[config.mk]
export PLATFORM = sky130hd
export DESIGN_NAME = conv_sched
export DESIGN_NICKNAME = d
export VERILOG_FILES = /design/src/rtl/conv_sched_pkg.sv /design/src/rtl/conv_sched_delay.sv /design/src/rtl/conv_sched.sv
export SDC_FILE = /design/constraint.sdc
export NUM_CORES = 1
export LEC_CHECK = 0
export ABC_AREA = 1
export BUFFER_PORTS_ARGS = -buffer_cell sky130_fd_sc_hd__buf_2
export CORE_ASPECT_RATIO = 1.75
export CORE_MARGIN = 1
export CORE_UTILIZATION = 60
export CTS_CLUSTER_SIZE = 30
export DETAILED_ROUTE_END_ITERATION = 10
export GPL_ROUTABILITY_DRIVEN = 0
export PLACE_DENSITY = 0.82
export SETUP_SLACK_MARGIN = 0.1
export SLEW_MARGIN = 20
export SYNTH_ARGS = -nofsm -noshare
export SYNTH_HDL_FRONTEND = slang
export SYNTH_SLANG_ARGS = --single-unit
[constraint.sdc]
create_clock -name i_CLK -period 8.5 [get_ports i_CLK]
set_input_delay 1.7 -clock i_CLK [delete_from_list [all_inputs] [get_ports i_CLK]]
set_output_delay 1.7 -clock i_CLK [all_outputs]
set_load 0.05 [all_outputs]
[src/rtl/conv_sched_pkg.sv]
// conv_sched_pkg: shared state encoding and default widths/latencies for the
// convolution scheduler and its delay line.
package conv_sched_pkg;

   localparam int unsigned NB_ADDRESS_DEF = 10;  // default memory address width
   localparam int unsigned CONV_LAT_DEF   = 3;   // default convolver latency
   localparam int unsigned NB_BLK         = 8;   // block count / index width

   typedef enum logic [2:0] {
      ST_IDLE  = 3'd0,
      ST_RUN   = 3'd1,
      ST_DRAIN = 3'd2,
      ST_NEXT  = 3'd3,
      ST_DONE  = 3'd4
   } state_t;

endpackage

[src/rtl/conv_sched_delay.sv]
// sched_delay: DEPTH-stage shift register carrying a valid flag and a row
// index; flush_i drops every in-flight valid in one cycle.
// Ports: clk_i, rst_i (async, active-high), flush_i, valid_i/idx_i (input
// stage), valid_o/idx_o (last stage, registered).
module sched_delay #(
   parameter int unsigned DEPTH = 4,
   parameter int unsigned IDX_W = 10
) (
   input  logic             clk_i,
   input  logic             rst_i,
   input  logic             flush_i,
   input  logic             valid_i,
   input  logic [IDX_W-1:0] idx_i,
   output logic             valid_o,
   output logic [IDX_W-1:0] idx_o
);

   logic [DEPTH-1:0] vld_q;
   logic [IDX_W-1:0] idx_q [DEPTH];

   // Shift stage; index bits need no flush since valid gates their use.
   always_ff @(posedge clk_i or posedge rst_i) begin
      if (rst_i) begin
         vld_q <= '0;
         for (int unsigned i = 0; i < DEPTH; i++) idx_q[i] <= '0;
      end else if (flush_i) begin
         vld_q <= '0;
      end else begin
         vld_q[0] <= valid_i;
         idx_q[0] <= idx_i;
         for (int unsigned i = 1; i < DEPTH; i++) begin
            vld_q[i] <= vld_q[i-1];
            idx_q[i] <= idx_q[i-1];
         end
      end
   end

   assign valid_o = vld_q[DEPTH-1];
   assign idx_o   = idx_q[DEPTH-1];

endmodule

[src/rtl/conv_sched.sv]
// conv_sched: sequences row reads for B column blocks of an L-row image,
// drives convolver valid, and issues result writes once the convolver
// latency has elapsed.
// Ports: i_CLK, i_reset (async, active-high), i_start, i_abort,
//   i_imgLength (L), i_nblocks (B) in; o_readAdd, o_writeAdd, o_we,
//   o_conv_valid, o_sop, o_chblk, o_eop, o_busy, o_err, o_blk_idx out.
module conv_sched
   import conv_sched_pkg::*;
#(
   parameter int unsigned NB_ADDRESS = NB_ADDRESS_DEF,
   parameter int unsigned N_CONV     = 2,
   parameter int unsigned CONV_LAT   = CONV_LAT_DEF
) (
   input  logic                  i_CLK,
   input  logic                  i_reset,
   input  logic                  i_start,
   input  logic                  i_abort,
   input  logic [NB_ADDRESS-1:0] i_imgLength,
   input  logic [NB_BLK-1:0]     i_nblocks,
   output logic [NB_ADDRESS-1:0] o_readAdd,
   output logic [NB_ADDRESS-1:0] o_writeAdd,
   output logic                  o_we,
   output logic                  o_conv_valid,
   output logic                  o_sop,
   output logic                  o_chblk,
   output logic                  o_eop,
   output logic                  o_busy,
   output logic                  o_err,
   output logic [NB_BLK-1:0]     o_blk_idx
);

   localparam int unsigned DLY_DEPTH = CONV_LAT + 1;
   localparam int unsigned CNT_W     = $clog2(CONV_LAT + 1) + 1;

   state_t                state_q, state_d;
   logic [NB_ADDRESS-1:0] read_q, read_d;
   logic [NB_ADDRESS-1:0] len_q, len_d;
   logic [NB_BLK-1:0]     nblk_q, nblk_d;
   logic [NB_BLK-1:0]     blk_q, blk_d;
   logic [CNT_W-1:0]      cnt_q, cnt_d;
   logic                  err_q, err_d;
   logic                  sop_q, sop_d;
   logic                  chblk_q, chblk_d;
   logic                  eop_q, eop_d;
   logic                  busy_q, busy_d;
   logic                  cval_q, cval_d;
   logic                  cfg_ok_c;
   logic                  dly_flush_c;
   logic                  dly_in_c;

   // A configuration with no convolver lanes cannot accept any job.
   assign cfg_ok_c = (i_imgLength >= NB_ADDRESS'(3)) && (i_nblocks != '0)
                     && (N_CONV >= 32'd1);

   // Next-state and pulse generation.
   always_comb begin
      state_d = state_q;
      read_d  = read_q;
      len_d   = len_q;
      nblk_d  = nblk_q;
      blk_d   = blk_q;
      cnt_d   = cnt_q;
      err_d   = err_q;
      sop_d   = 1'b0;
      chblk_d = 1'b0;
      eop_d   = 1'b0;
      if (i_abort) begin
         // Abort beats everything, including a coincident start in IDLE.
         if (state_q != ST_IDLE) state_d = ST_IDLE;
      end else begin
         unique case (state_q)
            ST_IDLE: begin
               if (i_start) begin
                  len_d  = i_imgLength;
                  nblk_d = i_nblocks;
                  if (cfg_ok_c) begin
                     state_d = ST_RUN;
                     sop_d   = 1'b1;
                     read_d  = '0;
                     blk_d   = '0;
                     err_d   = 1'b0;
                  end else begin
                     state_d = ST_DONE;
                     eop_d   = 1'b1;
                     err_d   = 1'b1;
                  end
               end
            end
            ST_RUN: begin
               if (read_q == len_q - NB_ADDRESS'(1)) begin
                  state_d = ST_DRAIN;
                  cnt_d   = '0;
               end else begin
                  read_d = read_q + NB_ADDRESS'(1);
               end
            end
            ST_DRAIN: begin
               // Last read needs CONV_LAT+1 cycles to leave the delay line.
               if (cnt_q == CNT_W'(CONV_LAT)) begin
                  if (blk_q < nblk_q - NB_BLK'(1)) begin
                     state_d = ST_NEXT;
                     chblk_d = 1'b1;
                     blk_d   = blk_q + NB_BLK'(1);
                     read_d  = '0;
                  end else begin
                     state_d = ST_DONE;
                     eop_d   = 1'b1;
                  end
               end else begin
                  cnt_d = cnt_q + CNT_W'(1);
               end
            end
            ST_NEXT: state_d = ST_RUN;
            ST_DONE: state_d = ST_IDLE;
            default: state_d = ST_IDLE;
         endcase
      end
   end

   // Memory read latency is one cycle, so valid trails each RUN address.
   assign cval_d      = (state_q == ST_RUN) && !i_abort;
   assign busy_d      = (state_d != ST_IDLE);
   assign dly_flush_c = i_abort && (state_q != ST_IDLE);
   // Rows 0 and 1 only prime the window; the first result is row 2.
   assign dly_in_c    = (state_q == ST_RUN) && (read_q >= NB_ADDRESS'(2));

   always_ff @(posedge i_CLK or posedge i_reset) begin
      if (i_reset) begin
         state_q <= ST_IDLE;
         read_q  <= '0;
         len_q   <= '0;
         nblk_q  <= '0;
         blk_q   <= '0;
         cnt_q   <= '0;
         err_q   <= 1'b0;
         sop_q   <= 1'b0;
         chblk_q <= 1'b0;
         eop_q   <= 1'b0;
         busy_q  <= 1'b0;
         cval_q  <= 1'b0;
      end else begin
         state_q <= state_d;
         read_q  <= read_d;
         len_q   <= len_d;
         nblk_q  <= nblk_d;
         blk_q   <= blk_d;
         cnt_q   <= cnt_d;
         err_q   <= err_d;
         sop_q   <= sop_d;
         chblk_q <= chblk_d;
         eop_q   <= eop_d;
         busy_q  <= busy_d;
         cval_q  <= cval_d;
      end
   end

   sched_delay #(
      .DEPTH (DLY_DEPTH),
      .IDX_W (NB_ADDRESS)
   ) u_delay (
      .clk_i   (i_CLK),
      .rst_i   (i_reset),
      .flush_i (dly_flush_c),
      .valid_i (dly_in_c),
      .idx_i   (read_q - NB_ADDRESS'(2)),
      .valid_o (o_we),
      .idx_o   (o_writeAdd)
   );

   assign o_readAdd    = read_q;
   assign o_conv_valid = cval_q;
   assign o_sop        = sop_q;
   assign o_chblk      = chblk_q;
   assign o_eop        = eop_q;
   assign o_busy       = busy_q;
   assign o_err        = err_q;
   assign o_blk_idx    = blk_q;

endmodule
Yosys cells after proc, flatten, opt, wreduce, memory -nomap -nowiden
Cells that the tools add are included.
{"block": "op_classes", "eq_ne": 12, "multipliers": 0, "reduce_logical": 16, "div": 0, "n_addsub": 6, "shifts": 0, "order_cmp": 3, "mux": 37, "n_bitwise": 1}
{"cell": "$mux 10", "n": 5}
{"cell": "$mux 8", "n": 4}
{"cell": "$pmux 10 s3", "n": 1}
{"cell": "$mux 3", "n": 9}
{"cell": "$ge 10x2->1 const B", "n": 2}
{"cell": "$pmux 8 s2", "n": 1}
{"cell": "$ne 2x2->1 const B", "n": 7}
{"cell": "$mux 1", "n": 13}
{"cell": "$pmux 3 s4", "n": 1}
{"cell": "$add 10x1->10 const B", "n": 1}
{"cell": "$eq 10x10->1", "n": 1}
{"cell": "$sub 10x1->10 const B", "n": 1}
{"cell": "$sub 10x2->10 const B", "n": 1}
{"cell": "$eq 3x2->1 const B", "n": 3}
{"cell": "$reduce_bool 3->1", "n": 3}
{"cell": "$add 8x1->8 const B", "n": 1}
{"cell": "$lt 8x8->1", "n": 1}
{"cell": "$reduce_bool 8->1", "n": 1}
{"cell": "$sub 8x1->8 const B", "n": 1}
{"cell": "$reduce_and 7->1", "n": 1}
{"cell": "$pmux 3 s2", "n": 1}
{"cell": "$reduce_and 6->1", "n": 1}
{"cell": "$logic_and 1x1->1", "n": 4}
{"cell": "$mux 4", "n": 1}
{"cell": "other kinds (9)", "n": 10}
{"block": "word_totals", "reg_bits": 92, "mem_bits_ro": 0, "latchBits": 0, "n_memories": 0, "in_bits": 22, "ramBits": 0}

Logic depth before layout (Yosys ltp)
Gate-level depths: netlist of the first run.
{"block": "depth", "ltp_word": 7, "mapped_depth": 15}

Modules after synthesis
A second synthesis of the first run with hierarchy kept.
{"block": "hier_totals", "hier_cells": 629, "hier_area_um2": 5052.3}
{"mod": "conv_sched", "instances": 1, "area_per_inst_um2": 3196.8, "seq_area_each_um2": 1201.2, "cells_each": 436}
{"mod": "sched_delay", "instances": 1, "area_per_inst_um2": 1855.5, "seq_area_each_um2": 1101.1, "cells_each": 193}

Worst setup path after synthesis of the first run
Ideal clock, no wire load.
{"block": "synth_timing", "path_kind": "in2reg", "from": "input i_imgLength[4]", "to": "register blk_q[2], in the netlist o_blk_idx[2]", "t_arrival_ns": 2.739, "setup_slack_ns": 5.685, "cell_stages": 10, "setup_time_ns": 0.076, "cell_sequence": "nor2_1 nand3_1 o21ai_1 nor2_1 o21ai_0 nor2_1 nand2_2 buf_4 nand2_1 o21ai_1"}
{"block": "synth_between", "elab_chain_len": 4}
{"item": "start: declaration", "line_no": "conv_sched.sv:18", "text": "input logic [NB_ADDRESS-1:0] i_imgLength,"}
{"item": "$ge 10x2->1", "line_no": "conv_sched.sv:52", "text": "assign cfg_ok_c = (i_imgLength >= NB_ADDRESS'(3)) && (i_nblocks != '0)"}
{"item": "$logic_and 1x1->1", "line_no": "conv_sched.sv:52"}
{"item": "$ne 2x2->1 (no source line)"}
{"item": "$reduce_and 6->1 (no source line)"}
{"item": "end signal: assignment", "line_no": "conv_sched.sv:146", "text": "blk_q <= blk_d;"}
{"item": "end: declaration", "line_no": "conv_sched.sv:39", "text": "logic [NB_BLK-1:0] blk_q, blk_d;"}
Every way passes these cells.
A chain may end at the register's enable or synchronous reset.

Worst setup path in the final report of the first run
{"block": "layout_timing", "from": "input i_abort", "to": "register u_delay.idx_q[38] in the netlist's numbering"}
{"block": "layout_between", "elab_chain_len": 1}
{"item": "start: declaration", "line_no": "conv_sched.sv:17", "text": "input logic i_abort,"}
{"item": "$logic_and 1x1->1", "line_no": "conv_sched.sv:123", "text": "assign dly_flush_c = i_abort && (state_q != ST_IDLE);"}
{"item": "end signal: indexed assignment", "line_no": "conv_sched_delay.sv:33", "text": "idx_q[i] <= idx_q[i-1];"}
{"item": "end: declaration", "line_no": "conv_sched_delay.sv:19", "text": "logic [IDX_W-1:0] idx_q [DEPTH];"}
Every way passes these cells.

==> run metrics, run 1 <==
status completed; P&R area growth vs syn 10.2%; Post-Route WL 9480 um; via count of the first global-routing pass 3768; P_leak 0.00282 uW; Final Max Tran Viols 0; Setup crit start kind input port; Synth Register Bits 92; CTS tree built; htree depth 3; fill count 661; ys async rst share 1.00; hold buffer count at CTS 0; Final min period 3.48 ns; Netlist cell types 39; most frequent cells in the layout 201 x nand2_1, 92 x dfrtp_1, 56 x buf_2, 53 x nor2_1, 50 x inv_1; Ys Warns 0; leading cell type in the layout, fill and taps excluded nand2_1; port buffer count 56; post-synthesis net count 643; HPWL Detailed 6850 um; Iteration-0 DRC Markers 223; Starting Density 0.616; Worst path top cell family by delay buffers and inverters; most area-hungry cell type in the Yosys netlist dfrtp_1; worst path bufs/invs 4; Setup Skew 0.00494 ns; clock latency on the worst-skew pair 0.34 ns; CTS clk-pin slew, worst paths 0.06 ns; required time worst endpoint 8.69 ns; worst path cell trace buf_2, inv_1, nor2_2, buf_4, clkinv_1, o21ai_0, o21ai_0; Slew HR 0.444; RSZ-0062 raised after global routing no; hold crit path type flop to flop; TritonRoute pass-1 iters 4; Worst VDD drop 0.000126 V; synth top area cells dfrtp_1 47%, nand2_1 15%, nor2_1 4.2%; mean area per synthesized cell 8.05 um2; Die Y 121 um; GR Util All Layers 0.248; Max Fclk 0.287 GHz; root buf cell clkbuf_16; reg-to-reg critical path startpoint nblk_q[2]; final count of hold timing violations 0; Clock Sinks 92; Core ar. 7910 um2; Power Total 1130 uW; CP max stage cell clkinv_1; TNS Setup 0 ns; first-pass GRT wire length 16500 um; detailed-route DRC error count 0; maximum fanout along the worst path 49; Top FF cell, synth dfrtp_1; largest net degree at the start of global routing 93; Most Frequent Cell on Critical Path o21ai_0; total die area 8490 um2; Worst Max-Slew Pin Slew 0.829 ns; Cells after Synth 605; share of the synthesized area in the top cell type 0.473; Worst Hold Launch u_delay.idx_q[18]; DRT antenna net count 0; Chip Width 70.1 um; CP startpoint i_abort; post-cts repair resize count 0; CTS buffer count 9; Final Cycle Share 0.410; antenna violations before repair 0; sequential element share of the synthesized area 0.473; I/O Pins 57; number of flops mapped to enable cells by yosys 0; Data arrival, critical path 3.67 ns; critical path class input port to flop; Finish-stage setup viols 0; layout cells sized above 1 0.170; P per Cell Area 211 nW/um2; ANT cells 0; slowest cell delay on critical path 0.78 ns; Post-Syn Area 4870 um2; Via density 5.25; maxcap violations 0; total vias in the final route 3877; Final #Nets 683; clk buf depth 2; row count 43; grt ovf 0; CP Capture Type flop; per-cell routed wire length 12.8 um; Post-CTS Setup Bufs 0
==> cell type report <==
| class | count | area [um2] | area share |
|---|---|---|---|
| clock buffer | 12 | 246 | 0.0459 |
| timing repair buffer | 59 | 307 | 0.0571 |
| sequential | 92 | 2300 | 0.429 |
| tap | 90 | 113 | 0.0210 |
| clock inverter | 2 | 12.5 | 0.00233 |
| multi-input combinational | 425 | 2170 | 0.404 |
| inverter | 58 | 219 | 0.0408 |
==> flip-flops by register name, indices dropped and copies added (netlist names), 3 cells and up <==
name,flops
u_delay.idx_o,10
u_delay.idx_q,30
len_q,10
state_q,3
nblk_q,8
o_readAdd,10
cnt_q,3
o_blk_idx,8
u_delay.vld_q,4
==> final timing paths <==
| kind | end | slack (ns) | cells past startpoint |
|---|---|---|---|
| max reg2reg | o_readAdd[5] | 5.51 | 13 |
| min in group asynchronous | u_delay.vld_q[3] | 1.57 | 3 |
| max | u_delay.idx_q[38] | 5.02 | 7 |
| min | u_delay.idx_o[8] | 0.47 | 2 |
| max in group asynchronous | len_q[2] | 6.37 | 3 |
| min reg2reg | u_delay.idx_o[8] | 0.47 | 2 |
==> per-layer routing <==
layer,GRT usage,vias up,routed length [um]
met2,0.442,74,5100
met5,0,-,0
met4,0.126,0,305
li1,-,1965,-
met3,0.0465,23,265
met1,0.277,1815,3810
==> report_power, final <==
group          switching (uW)  leakage (uW)  internal (uW)  total [uW]
sequential               36.1       0.00111            493         529
clock                     151      0.000125            202         354
combinational             172       0.00159           76.1         248
total                     359       0.00282            771        1130
==> kinds of logic after synthesis <==
logic type / Yosys count / share of synthesized area
XOR/XNOR: 21 / 0.0406
AND/OR/NAND/NOR: 318 / 0.277
buffers and inverters: 88 / 0.0828
AO/OA/AOI/OAI: 70 / 0.0856
adder cells (fa/ha/maj): 16 / 0.0411
flip-flops: 92 / 0.473
==> synth_stat cells (2+ instances only) <==
cell      number
nand2_2        3
o21ai_2       10
nor2_1        54
clkbuf_1       8
inv_1         51
nand3b_1       2
inv_2          5
or2_2          7
a31oi_1        3
buf_4         13
nand3_1       25
xor2_1        15
nor2_4         2
dfrtp_1       92
o21ai_1       13
buf_2          6
buf_6          2
nand4_1        7
nor2_2         5
nand2_1      201
ha_1          16
or2_0          2
o21a_1         2
nor3_1         5
xnor2_1        5
a21oi_1        5
o21ai_0       33
clkinv_1       2
==> metrics by stage <==
step	worst slack (ns)	utilization	area (um2)	std cells	hold slack, ns
after floorplan	4.41	-	4870	605	0.442
after global placement	4.69	0.645	5100	724	0.450
after detailed placement	4.67	0.645	5100	724	0.452
after CTS	5.03	0.678	5360	738	0.468
after global routing	4.77	0.678	5370	738	0.491
final	5.02	0.678	5370	738	0.465
==> worst reg2reg max path, cell delays in order (launching register included) <==
cell and delay, ns:
dfrtp_1 0.41, nor2_1 0.20, nand4_1 0.17, nor3_1 0.21, xor2_1 0.20, ha_1 0.28, nand2_1 0.09, nor2_1 0.05
a211oi_2 0.17, nand2_1 0.11, a21boi_2 0.24, nand3_2 0.43, nand2_1 0.22, o21ai_2 0.07
No activity file was read; power rests on OpenSTA's default activity.
==> run 2: changes to the inputs <==
--- a/config.mk
+++ b/config.mk
@@ -9,11 +9,11 @@
 export BUFFER_PORTS_ARGS = -buffer_cell sky130_fd_sc_hd__buf_2
 export CORE_ASPECT_RATIO = 1.75
 export CORE_MARGIN = 1
-export CORE_UTILIZATION = 60
+export CORE_UTILIZATION = 59
 export CTS_CLUSTER_SIZE = 30
 export DETAILED_ROUTE_END_ITERATION = 10
 export GPL_ROUTABILITY_DRIVEN = 0
-export PLACE_DENSITY = 0.82
+export PLACE_DENSITY = 0.81
 export SETUP_SLACK_MARGIN = 0.1
 export SLEW_MARGIN = 20
 export SYNTH_ARGS = -nofsm -noshare
==> constraint.sdc (replaced) <==
create_clock -name i_CLK -period 3.22 [get_ports i_CLK]
set_input_delay 0.644 -clock i_CLK [delete_from_list [all_inputs] [get_ports i_CLK]]
set_output_delay 0.644 -clock i_CLK [all_outputs]
set_load 0.05 [all_outputs]
==> run metrics, run 2 (synthesis results as in run 1) <==
status finished, violations left; violated checks design-rule violations; Chip Width 70.7 um (+0.82%); detailed-route DRC error count 15 (+15); CP startpoint nblk_q[2]; total vias in the final route 4007 (+3.4%); Comb pwr share 0.215 (-0.004); GR Util All Layers 0.259 (+0.0116); required time worst endpoint 3.45 ns (-5.24 ns); Setup Skew 0.00427 ns (-0.000671 ns); CTS clk-pin slew, worst paths 0.06 ns (about the same); Int Pwr 2150 uW (+180%); fill count 623 (-5.7%); CP max stage cell dfrtp_1; clock share of power 0.345 (+0.032); Largest register FFs 30 (unchanged); ANT cells 0 (unchanged); RSZ-0062 raised after global routing no; CTS buffer count 9 (unchanged); root buf cell clkbuf_16; Worst Max-Slew Pin Slew 0.792 ns (-0.0365 ns); Slew HR 0.471 (+0.0271); r2r worst-path depth 13 (unchanged); reg-to-reg setup timing slack 0.35 ns (-5.16 ns); TritonRoute pass-1 iters 7 (+3); post-cts repair resize count 0 (unchanged); largest net degree at the start of global routing 49 (-47%); CP Capture Type flop; htree depth 3 (unchanged); maximum fanout along the worst path 10 (-80%); Iteration-0 DRC Markers 245 (+9.9%); Core ar. 7960 um2 (+0.68%); Data arrival, critical path 3.10 ns (-0.57 ns); TNS Setup 0 ns (unchanged); Starting Density 0.611 (-0.00416); Most Frequent Cell on Critical Path nand2_1; leading cell type in the layout, fill and taps excluded nand2_1; FF+latch area 2300 um2 (unchanged); pre-CTS setup slack 0.231 ns (-4.44 ns); Multi-input gate area 2210 um2 (+2.0%); Worst VDD drop 0.000350 V (+180%); P per Cell Area 579 nW/um2 (+170%); Clock Sinks 92 (unchanged); slowest cell delay on critical path 0.41 ns (-0.37 ns); critical path depth in cells 13 (+6); Seq pwr share 0.440 (-0.028); Final Cycle Share 0.890; Sw Ratio 0.322 (+0.00445); grt ovf 0 (unchanged); port buffer count 56 (unchanged); Final #Nets 686 (+0.44%); Setup crit start kind flop; clock latency on the worst-skew pair 0.35 ns (about the same); P&R area growth vs syn 12.6%; first-pass GRT wire length 17300 um (+4.8%); most frequent cells in the layout 201 x nand2_1, 92 x dfrtp_1, 56 x buf_2, 53 x nor2_1, 50 x inv_1; via count of the first global-routing pass 3891 (+3.3%); clk buf depth 2 (unchanged); P_sw 1020 uW (+180%); reg-to-reg critical path startpoint nblk_q[2]; P_leak 0.00288 uW (+2.0%); worst path cell trace nor2_1, nand4_1, nor3_2, xor2_1, ha_1, nand2_1, nor2_1, a211oi_2, nand2_1, a21boi_4, nand3_4, nand2_1, o21ai_2; worst path bufs/invs 0 (-4); reg2reg end o_readAdd[7]; Finish-stage setup viols 0 (unchanged); Via density 5.39 (+2.7%); maxcap violations 0 (unchanged); row count 43 (unchanged); Die Y 122 um (+0.83%); total die area 8630 um2 (+1.7%); CTS tree built; most flop-heavy register u_delay.idx_q; per-cell routed wire length 14.3 um (+11%); Final Max Tran Viols 0 (unchanged); I/O Pins 57 (unchanged); final worst slack 0.355 ns (-4.66 ns); final count of hold timing violations 0 (unchanged); Post-CTS Setup Bufs 0 (unchanged); antenna violations before repair 0 (unchanged); Post-Route WL 10600 um (+12%); Max Fclk 0.349 GHz; DRT antenna net count 0 (unchanged); layout cells sized above 1 0.181 (+0.0110); Final min period 2.87 ns; HPWL Detailed 7180 um (+4.8%); Worst path top cell family by delay simple AND/OR/NAND/NOR gates; hold crit path type input port to async pin; hold buffer count at CTS 0 (unchanged); critical path class flop to flop; CP Capture Point o_readAdd[7]
[run 2: how the worst min path moves through the flow]
stage | startpoint | endpoint
floorplan | cnt_q[2] | cnt_q[2]
global placement | u_delay.idx_q[17] | u_delay.idx_o[7]
detailed placement | u_delay.idx_q[20] | u_delay.idx_q[10]
CTS | i_reset | u_delay.idx_q[10]
global route | i_reset | u_delay.idx_q[10]
finish | i_reset | u_delay.idx_q[10]
[run 2: stage by stage]
step,utilization,hold WS [ns],total power [uW],cells,cell area (um2)
2_1_floorplan,-,0.442,1960,605,4870
3_3_place_gp,0.644,0.452,2050,726,5130
5_1_grt,0.689,0.484,3320,743,5480
4_1_cts,0.683,0.447,3170,742,5440
6_report,0.689,0.411,3170,743,5480
3_5_place_dp,0.644,0.456,2080,726,5130
[run 2: layer usage]
metal / wire, um / track usage
met1: 4260 / 0.298
met4: 376 / 0.120
met3: 309 / 0.0372
met2: 5670 / 0.473
met5: 0 / 0
[run 2: power groups by stage]
stage                     clock network, uW  registers (uW)  logic, uW
after floorplan                           0            1420        535
after global placement                    0            1410        640
after detailed placement                  0            1410        666
after CTS                              1100            1390        676
after global routing                   1150            1410        762
final                                  1100            1400        681
[run 2: worst reg2reg max path, delay by kind of cell (launching register included)]
kind / cells / cell delay (ns)
XOR/XNOR: 1 / 0.23
adder cells (fa/ha/maj): 1 / 0.29
AND/OR/NAND/NOR: 8 / 1.27
AO/OA/AOI/OAI: 3 / 0.57
flip-flops: 1 / 0.41
[run 2: cell type report]
type                       instances  area share
clock buffer                      11      0.0461
clock inverter                     5      0.0107
inverter                          58      0.0399
multi-input combinational        426       0.403
sequential                        92       0.420
tap                               90      0.0205
timing repair buffer              61      0.0602
